<file path="src/rtl/seven_segment_pkg.sv">
// -----------------------------------------------------------------------------
// seven_segment_pkg
// Shared definitions for the multiplexed seven-segment scan controller:
//   - scan_state_t : scan FSM state encoding
//   - SEG_BLANK    : active-low "all segments off" pattern
//   - DEF_*        : default DIGITS / TICK_DIV / BLANK_CYCLES values
// -----------------------------------------------------------------------------
package seven_segment_pkg;

   typedef enum logic [1:0] {
      ST_IDLE  = 2'd0,
      ST_BLANK = 2'd1,
      ST_SHOW  = 2'd2
   } scan_state_t;

   localparam logic [6:0] SEG_BLANK = 7'h7F;

   localparam int DEF_DIGITS       = 4;
   localparam int DEF_TICK_DIV     = 50000;
   localparam int DEF_BLANK_CYCLES = 16;

endpackage

</file>
<file path="src/rtl/seven_segment_scan_tick.sv">
// -----------------------------------------------------------------------------
// seven_segment_scan_tick
// Slot counter for the scan controller. Counts 0..TICK_DIV-1 while running and
// sits at 0 otherwise.
// Ports:
//   clk, rst_n   : clock, asynchronous active-low reset
//   i_run        : count when 1, clear to 0 when 0
//   o_slot_end   : current cycle is the last cycle of the slot
//   o_blank_end  : current cycle is the last dark cycle of the slot
//                  (never asserted when BLANK_CYCLES = 0)
// -----------------------------------------------------------------------------
module seven_segment_scan_tick #(
   parameter int TICK_DIV     = 50000,
   parameter int BLANK_CYCLES = 16
) (
   input  logic clk,
   input  logic rst_n,
   input  logic i_run,
   output logic o_slot_end,
   output logic o_blank_end
);

   localparam int            CW         = (TICK_DIV > 1) ? $clog2(TICK_DIV) : 1;
   localparam logic [CW-1:0] LAST_CNT   = CW'(TICK_DIV - 1);
   localparam logic [CW-1:0] BLANK_LAST = CW'(BLANK_CYCLES - 1);

   logic [CW-1:0] r_cnt;

   always_ff @(posedge clk or negedge rst_n) begin
      if (!rst_n) begin
         r_cnt <= '0;
      end else if (!i_run || o_slot_end) begin
         r_cnt <= '0;
      end else begin
         r_cnt <= r_cnt + CW'(1);
      end
   end

   assign o_slot_end  = (r_cnt == LAST_CNT);
   // With no dark time there is no last dark cycle; the guard also keeps the
   // wrapped BLANK_LAST constant from aliasing onto a real count.
   assign o_blank_end = (BLANK_CYCLES != 0) && (r_cnt == BLANK_LAST);

endmodule

</file>
<file path="src/rtl/seven_segment_scan_ctrl.sv">
// -----------------------------------------------------------------------------
// seven_segment_scan_ctrl
// Time-multiplexes one external bin->seven-segment decoder across DIGITS
// common-anode digits. Each slot starts with BLANK_CYCLES dark cycles (bin is
// already updated, anodes off) followed by the lit part of the slot.
// A frame is latched from the pending register only at frame boundaries, so a
// displayed frame never mixes old and new values.
//
// Ports:
//   clk, rst_n   : clock, asynchronous active-low reset
//   enable       : scanning on when 1; 0 returns to IDLE on the next cycle
//   load         : capture value/dp into the pending register
//   value        : 4*DIGITS nibbles, digit 0 in the LSB nibble
//   dp           : decimal point per digit, 1 = lit
//   seg_in       : decoder output (active-low), combinational from bin
//   bin          : registered nibble to the decoder
//   seg_out      : segments to pins (active-low), seg_in gated by state
//   dp_n         : decimal point to pins (active-low)
//   an_n         : anode enables (active-low, at most one low)
//   frame_start  : one-cycle pulse on the first cycle of slot 0
//
// Build option: define SEG_SCAN_LZB_EN for leading-zero blanking.
// -----------------------------------------------------------------------------
module seven_segment_scan_ctrl
   import seven_segment_pkg::*;
#(
   parameter int DIGITS       = DEF_DIGITS,
   parameter int TICK_DIV     = DEF_TICK_DIV,
   parameter int BLANK_CYCLES = DEF_BLANK_CYCLES
) (
   input  logic                  clk,
   input  logic                  rst_n,
   input  logic                  enable,
   input  logic                  load,
   input  logic [4*DIGITS-1:0]   value,
   input  logic [DIGITS-1:0]     dp,
   input  logic [6:0]            seg_in,
   output logic [3:0]            bin,
   output logic [6:0]            seg_out,
   output logic                  dp_n,
   output logic [DIGITS-1:0]     an_n,
   output logic                  frame_start
);

   localparam int            IW       = $clog2(DIGITS);
   localparam logic [IW-1:0] LAST_IDX = IW'(DIGITS - 1);

   scan_state_t            r_state;
   logic [IW-1:0]          r_idx;
   logic [3:0]             r_bin;
   logic [DIGITS-1:0]      r_an_n;
   logic                   r_dp_n;
   logic                   r_show;
   logic                   r_frame_start;
   logic [4*DIGITS-1:0]    r_act_val;
   logic [DIGITS-1:0]      r_act_dp;
   logic [4*DIGITS-1:0]    r_pnd_val;
   logic [DIGITS-1:0]      r_pnd_dp;
   logic                   r_pend;

   logic                   w_slot_end;
   logic                   w_blank_end;
   logic                   w_run;
   logic                   w_slot_start;
   logic                   w_frame_edge;
   logic [IW-1:0]          w_nxt_idx;
   logic [4*DIGITS-1:0]    w_new_val;
   logic [DIGITS-1:0]      w_new_dp;
   logic [3:0]             w_new_nib;
   logic                   w_lit_cur;
   logic                   w_lit_new;

   seven_segment_scan_tick #(
      .TICK_DIV     (TICK_DIV),
      .BLANK_CYCLES (BLANK_CYCLES)
   ) u_tick (
      .clk         (clk),
      .rst_n       (rst_n),
      .i_run       (w_run),
      .o_slot_end  (w_slot_end),
      .o_blank_end (w_blank_end)
   );

   // The counter only runs inside a slot; in IDLE it rests at 0 so the first
   // slot after enable starts from count 0.
   assign w_run        = enable && (r_state != ST_IDLE);
   assign w_slot_start = enable && ((r_state == ST_IDLE) || w_slot_end);
   assign w_frame_edge = enable && ((r_state == ST_IDLE) ||
                                    (w_slot_end && (r_idx == LAST_IDX)));
   assign w_nxt_idx    = ((r_state == ST_IDLE) || (r_idx == LAST_IDX)) ?
                         '0 : r_idx + IW'(1);

   // Frame contents that will be active after this edge. A load coinciding
   // with the boundary bypasses pending and goes straight into the new frame.
   assign w_new_val = !w_frame_edge ? r_act_val :
                      load          ? value     :
                      r_pend        ? r_pnd_val : r_act_val;
   assign w_new_dp  = !w_frame_edge ? r_act_dp  :
                      load          ? dp        :
                      r_pend        ? r_pnd_dp  : r_act_dp;
   assign w_new_nib = w_new_val[{w_nxt_idx, 2'b00} +: 4];

`ifdef SEG_SCAN_LZB_EN
   // A digit is lit if it is digit 0, has its dp set, or some nibble at or
   // above it is nonzero.
   function automatic logic f_lit(input logic [4*DIGITS-1:0] v,
                                  input logic [DIGITS-1:0]   d,
                                  input logic [IW-1:0]       k);
      logic lit;
      lit = (k == '0) || d[k];
      for (int j = 0; j < DIGITS; j++) begin
         if ((j >= int'(k)) && (v[4*j +: 4] != 4'h0)) lit = 1'b1;
      end
      return lit;
   endfunction

   assign w_lit_cur = f_lit(r_act_val, r_act_dp, r_idx);
   assign w_lit_new = f_lit(w_new_val, w_new_dp, w_nxt_idx);
`else
   assign w_lit_cur = 1'b1;
   assign w_lit_new = 1'b1;
`endif

   always_ff @(posedge clk or negedge rst_n) begin
      if (!rst_n) begin
         r_state       <= ST_IDLE;
         r_idx         <= '0;
         r_bin         <= 4'h0;
         r_an_n        <= '1;
         r_dp_n        <= 1'b1;
         r_show        <= 1'b0;
         r_frame_start <= 1'b0;
         r_act_val     <= '0;
         r_act_dp      <= '0;
         r_pnd_val     <= '0;
         r_pnd_dp      <= '0;
         r_pend        <= 1'b0;
      end else begin
         r_frame_start <= 1'b0;

         if (load) begin
            r_pnd_val <= value;
            r_pnd_dp  <= dp;
            r_pend    <= 1'b1;
         end

         if (!enable) begin
            r_state <= ST_IDLE;
            r_idx   <= '0;
            r_an_n  <= '1;
            r_dp_n  <= 1'b1;
            r_show  <= 1'b0;
         end else if (w_slot_start) begin
            r_idx <= w_nxt_idx;
            r_bin <= w_new_nib;
            if (w_frame_edge) begin
               // Pending is consumed here; this overrides the set above.
               r_act_val     <= w_new_val;
               r_act_dp      <= w_new_dp;
               r_pend        <= 1'b0;
               r_frame_start <= 1'b1;
            end
            if (BLANK_CYCLES == 0) begin
               r_state <= ST_SHOW;
               r_an_n  <= w_lit_new ? ~(DIGITS'(1) << w_nxt_idx) : '1;
               r_dp_n  <= ~(w_lit_new & w_new_dp[w_nxt_idx]);
               r_show  <= w_lit_new;
            end else begin
               r_state <= ST_BLANK;
               r_an_n  <= '1;
               r_dp_n  <= 1'b1;
               r_show  <= 1'b0;
            end
         end else if ((r_state == ST_BLANK) && w_blank_end) begin
            r_state <= ST_SHOW;
            r_an_n  <= w_lit_cur ? ~(DIGITS'(1) << r_idx) : '1;
            r_dp_n  <= ~(w_lit_cur & r_act_dp[r_idx]);
            r_show  <= w_lit_cur;
         end
      end
   end

   // Zero-latency path: decoder output passes straight through while lit.
   assign seg_out     = r_show ? seg_in : SEG_BLANK;
   assign bin         = r_bin;
   assign an_n        = r_an_n;
   assign dp_n        = r_dp_n;
   assign frame_start = r_frame_start;

endmodule

</file>
<file path="config.mk">
export PLATFORM = sky130hd
export DESIGN_NAME = seven_segment_scan_ctrl
export DESIGN_NICKNAME = d
export VERILOG_FILES = /design/src/rtl/seven_segment_pkg.sv /design/src/rtl/seven_segment_scan_tick.sv /design/src/rtl/seven_segment_scan_ctrl.sv
export SDC_FILE = /design/constraint.sdc
export NUM_CORES = 1
export LEC_CHECK = 0
export CAP_MARGIN = 20
export CELL_PAD_IN_SITES_DETAIL_PLACEMENT = 1
export CELL_PAD_IN_SITES_GLOBAL_PLACEMENT = 1
export CORE_ASPECT_RATIO = 0.7
export CORE_MARGIN = 2
export CORE_UTILIZATION = 40
export CTS_CLUSTER_DIAMETER = 150
export DETAILED_ROUTE_END_ITERATION = 10
export PLACE_DENSITY = 0.81
export SLEW_MARGIN = 10
export SYNTH_ARGS = -nofsm -noshare
export SYNTH_HDL_FRONTEND = slang
export SYNTH_HIERARCHICAL = 1
export SYNTH_SLANG_ARGS = --single-unit
</file>
<file path="constraint.sdc">
create_clock -name clk -period 5.5 [get_ports clk]
set_input_delay 1.1 -clock clk [delete_from_list [all_inputs] [get_ports clk]]
set_output_delay 1.1 -clock clk [all_outputs]
set_load 0.03 [all_outputs]
</file>
==> impl_metrics.tcl <==
set metrics [dict create \
    met1_length_um 4480 \
    numPortBuffers 47 \
    drc 0 \
    fin_skew_ns 0.00899 \
    arrival_ns 3.79 \
    die_x_um 116 \
    groute.usage.overall_pct 20.9 \
    worst-path-buf-inv 2 \
    dp_hpwl_um 6600 \
    final_area_um2 4340 \
    worst_pin_slew_ns 0.958 \
    placed_area_um2 4030 \
    ff2ff_path_depth 7 \
    clockBufferDepth 2 \
    power_leakage_nw 1.72 \
    min_period_ns 3.58 \
    crit_path_end_kind "flip-flop" \
    drt_wl_total_um 9360 \
    vdd_drop_max_mv 0.125 \
    cts_tree "yes" \
    synth-edff-count 0 \
    fp.dieH_um 82.6 \
    cpMaxStageDelayCell "nor2b_1" \
    h-tree-depth 3 \
    area_delta_synth_final_pct 22.9 \
    timing.final.hold_violations 0 \
    fmax_mhz 279 \
    outcome "finished, final reports clean" \
    multi_input_area_um2 1580 \
    wl_met2_um 4310 \
    yosysSeqAreaShare_pct 50.5 \
    antenna_found_initial 0 \
    ant_nets 0 \
    netlist.top_cell.by_area "dfrtp_1" \
    syn_nets 354 \
    worstSkewPairLatency_ns 0.34 \
    grt_max_degree 49 \
    rsz0062_at_grt "no" \
    wl_met3_um 441 \
    grt_pass1_wl_um 15200 \
    path_cells "clkdlybuf4s50_1 -> buf_4 -> nor2b_1 -> a41o_1 -> a221o_1 -> mux2i_1 -> o41ai_1" \
    post-place-cells 469 \
    highest_layer "met4" \
    slew_viol_final 0 \
    crit_required_ns 5.71 \
    ctsResizeCount 0 \
    core.rowCount 28 \
    worstSetupPathType "primary input to flip-flop" \
    synth_cell_types 47 \
    cp_top_family "buffers and inverters" \
    async_flop_share_pct 100 \
    first_global_vias 2929 \
    max_slew_margin_pct 36.0 \
    setup_violations 0 \
    tns_ns 0 \
    num_vias 2682 \
    min_from "u_tick/r_cnt[0]$_DFF_PN0_" \
    syn_inst 318 \
    start_util_pct 41.5 \
    globalRouteOverflowTotal 0 \
    vias_per_cell 5.53 \
    gp_congestion 0.843 \
    p_total_w 0.00144 \
    r2r_setup_slack_ns 2.12 \
    wl_per_cell_um 19.3 \
    fin_cells 485 \
    slowest_delay_ns 0.77 \
    ff_latch_area_um2 1780 \
    netlist_top_cells_area "dfrtp_1 (47%), mux2_2 (8.0%), nor2_1 (4.5%)" \
    timing.hold.ws_ns 0.495 \
    holdPathEnd "u_tick/r_cnt[0]$_DFF_PN0_" \
    dieArea_um2 9610 \
    worstHoldPathCells 1 \
    yosys.area.top_type_share_pct 46.8 \
    dr.pass1.iters 4 \
    antenna-diode-count 0 \
    io_pins 48 \
    rr_startpoint "u_tick/r_cnt[10]$_DFF_PN0_" \
    syn-cell-area_um2 3530 \
    drive_gt1_share_pct 15.1 \
    power_density_nw_per_um2 332 \
    drt_iter0_drc 135 \
    drv_cap 0 \
    fillers 926 \
    ys_seq_elements 71 \
    start_kind "primary input" \
    core_um2 8510 \
    layout.nets 396 \
    r2r_end "bin[3]$_DFFE_PN0P_" \
    postCtsHoldBufs 0 \
    synth-main-ff-cell "dfrtp_1" \
    post-cts-setup-buffer-count 0 \
    min_path_type "flip-flop to flip-flop" \
    finalCritPeriodShare_pct 65.1 \
    cts.sinks 71 \
    yosys_warnings 6 \
    clk_pin_slew_ns 0.06 \
    cts-buffers-inserted 9 \
    syn_avg_cell_area_um2 11.1 \
    clockRootBuffer "clkbuf_16" \
    cp_max_fo 19 \
]
-- where the power goes --
part	total, W	internal, W	leakage (nW)	switching [W]
Clock	0.000597	0.000365	0.141	0.000232
Sequential	0.000624	0.000584	0.869	0.0000395
Combinational	0.000221	0.000103	0.712	0.000118
Total	0.00144	0.00105	1.72	0.000390
-- cells in the mapped netlist, types with 6 or more instances --
cell type  count
dfrtp_1       66
nor2_1        42
mux2_2        25
nand2_1       12
xnor2_1       12
a21oi_1       11
nor3_1        11
inv_1         10
nand2b_1      10
nor4_1         9
a221o_1        8
a22oi_1        6
a32oi_1        6
buf_6          6
nand3_1        6
nor3b_1        6
-- registers in the layout, indices dropped and copies added (netlist names) --
signal        count
r_pnd_dp          4
frame_start       1
bin               4
r_pnd_val        16
r_idx             2
u_tick/r_cnt     16
r_act_val        16
r_state           2
r_pend            1
dp_n              1
r_act_dp          4
an_n              4
-- area by class of cell --
class | instances | share of cell area [%]
timing repair buffer | 49 | 11.1
clock buffer | 10 | 5.51
clock inverter | 6 | 1.61
sequential | 71 | 41.1
tap | 120 | 3.46
multi-input combinational | 218 | 36.3
inverter | 11 | 0.951
-- placed cells by master, fill, tap and decap left out, types with 4 or more instances in the layout --
cell type        instances
a21o_1                   5
a21oi_1                 11
a221o_1                  8
a22oi_1                  6
a32oi_1                  6
a41o_1                   5
a41oi_1                  4
clkbuf_16                9
clkdlybuf4s50_1         46
dfrtp_1                 66
dfstp_2                  5
ha_1                     5
inv_1                   10
mux2_2                  25
nand2_1                 12
nand2b_1                10
nand3_1                  6
nand4_1                  5
nor2_1                  42
nor3_1                  11
nor3b_1                  6
nor4_1                   9
xnor2_1                 12
-- worst max path at each step --
stage,from,to,slack (ns),cells past startpoint
floorplan,u_tick/r_cnt[10]$_DFF_PN0_,bin[3]$_DFFE_PN0P_,2.91,8
global placement,load,bin[3]$_DFFE_PN0P_,1.81,7
detailed placement,load,bin[3]$_DFFE_PN0P_,1.67,7
CTS,load,bin[0]$_DFFE_PN0P_,2.00,7
global route,load,bin[0]$_DFFE_PN0P_,1.81,7
finish,load,bin[0]$_DFFE_PN0P_,1.92,7
-- stage by stage --
step                worst slack, ns  util, %
floorplan                      2.91        -
global placement               1.81     47.4
detailed placement             1.67     47.4
CTS                            2.00     51.0
global route                   1.81     51.0
finish                         1.92     51.0
-- cells by family (layout without fill, tap and decap cells) --
| family | after synthesis | in the layout | synth area share (%) |
|---|---|---|---|
| muxes | 29 | 29 | 9.46 |
| xor gates and xnor gates | 14 | 14 | 3.47 |
| buffers and inverters | 29 | 76 | 4.85 |
| DFF | 71 | 71 | 50.5 |
| AOI/OAI and AO/OA | 58 | 58 | 13.6 |
| and+or+nand+nor | 112 | 112 | 16.4 |
| adders and majority gates | 5 | 5 | 1.77 |
-- routing by layer --
layer / global-route usage, % / vias to the layer above
li1: - / 1245
met1: 28.3 / 1364
met2: 33.0 / 62
met3: 4.96 / 11
met4: 7.38 / 0
met5: 0 / -
(Power assumes the default switching activity.)
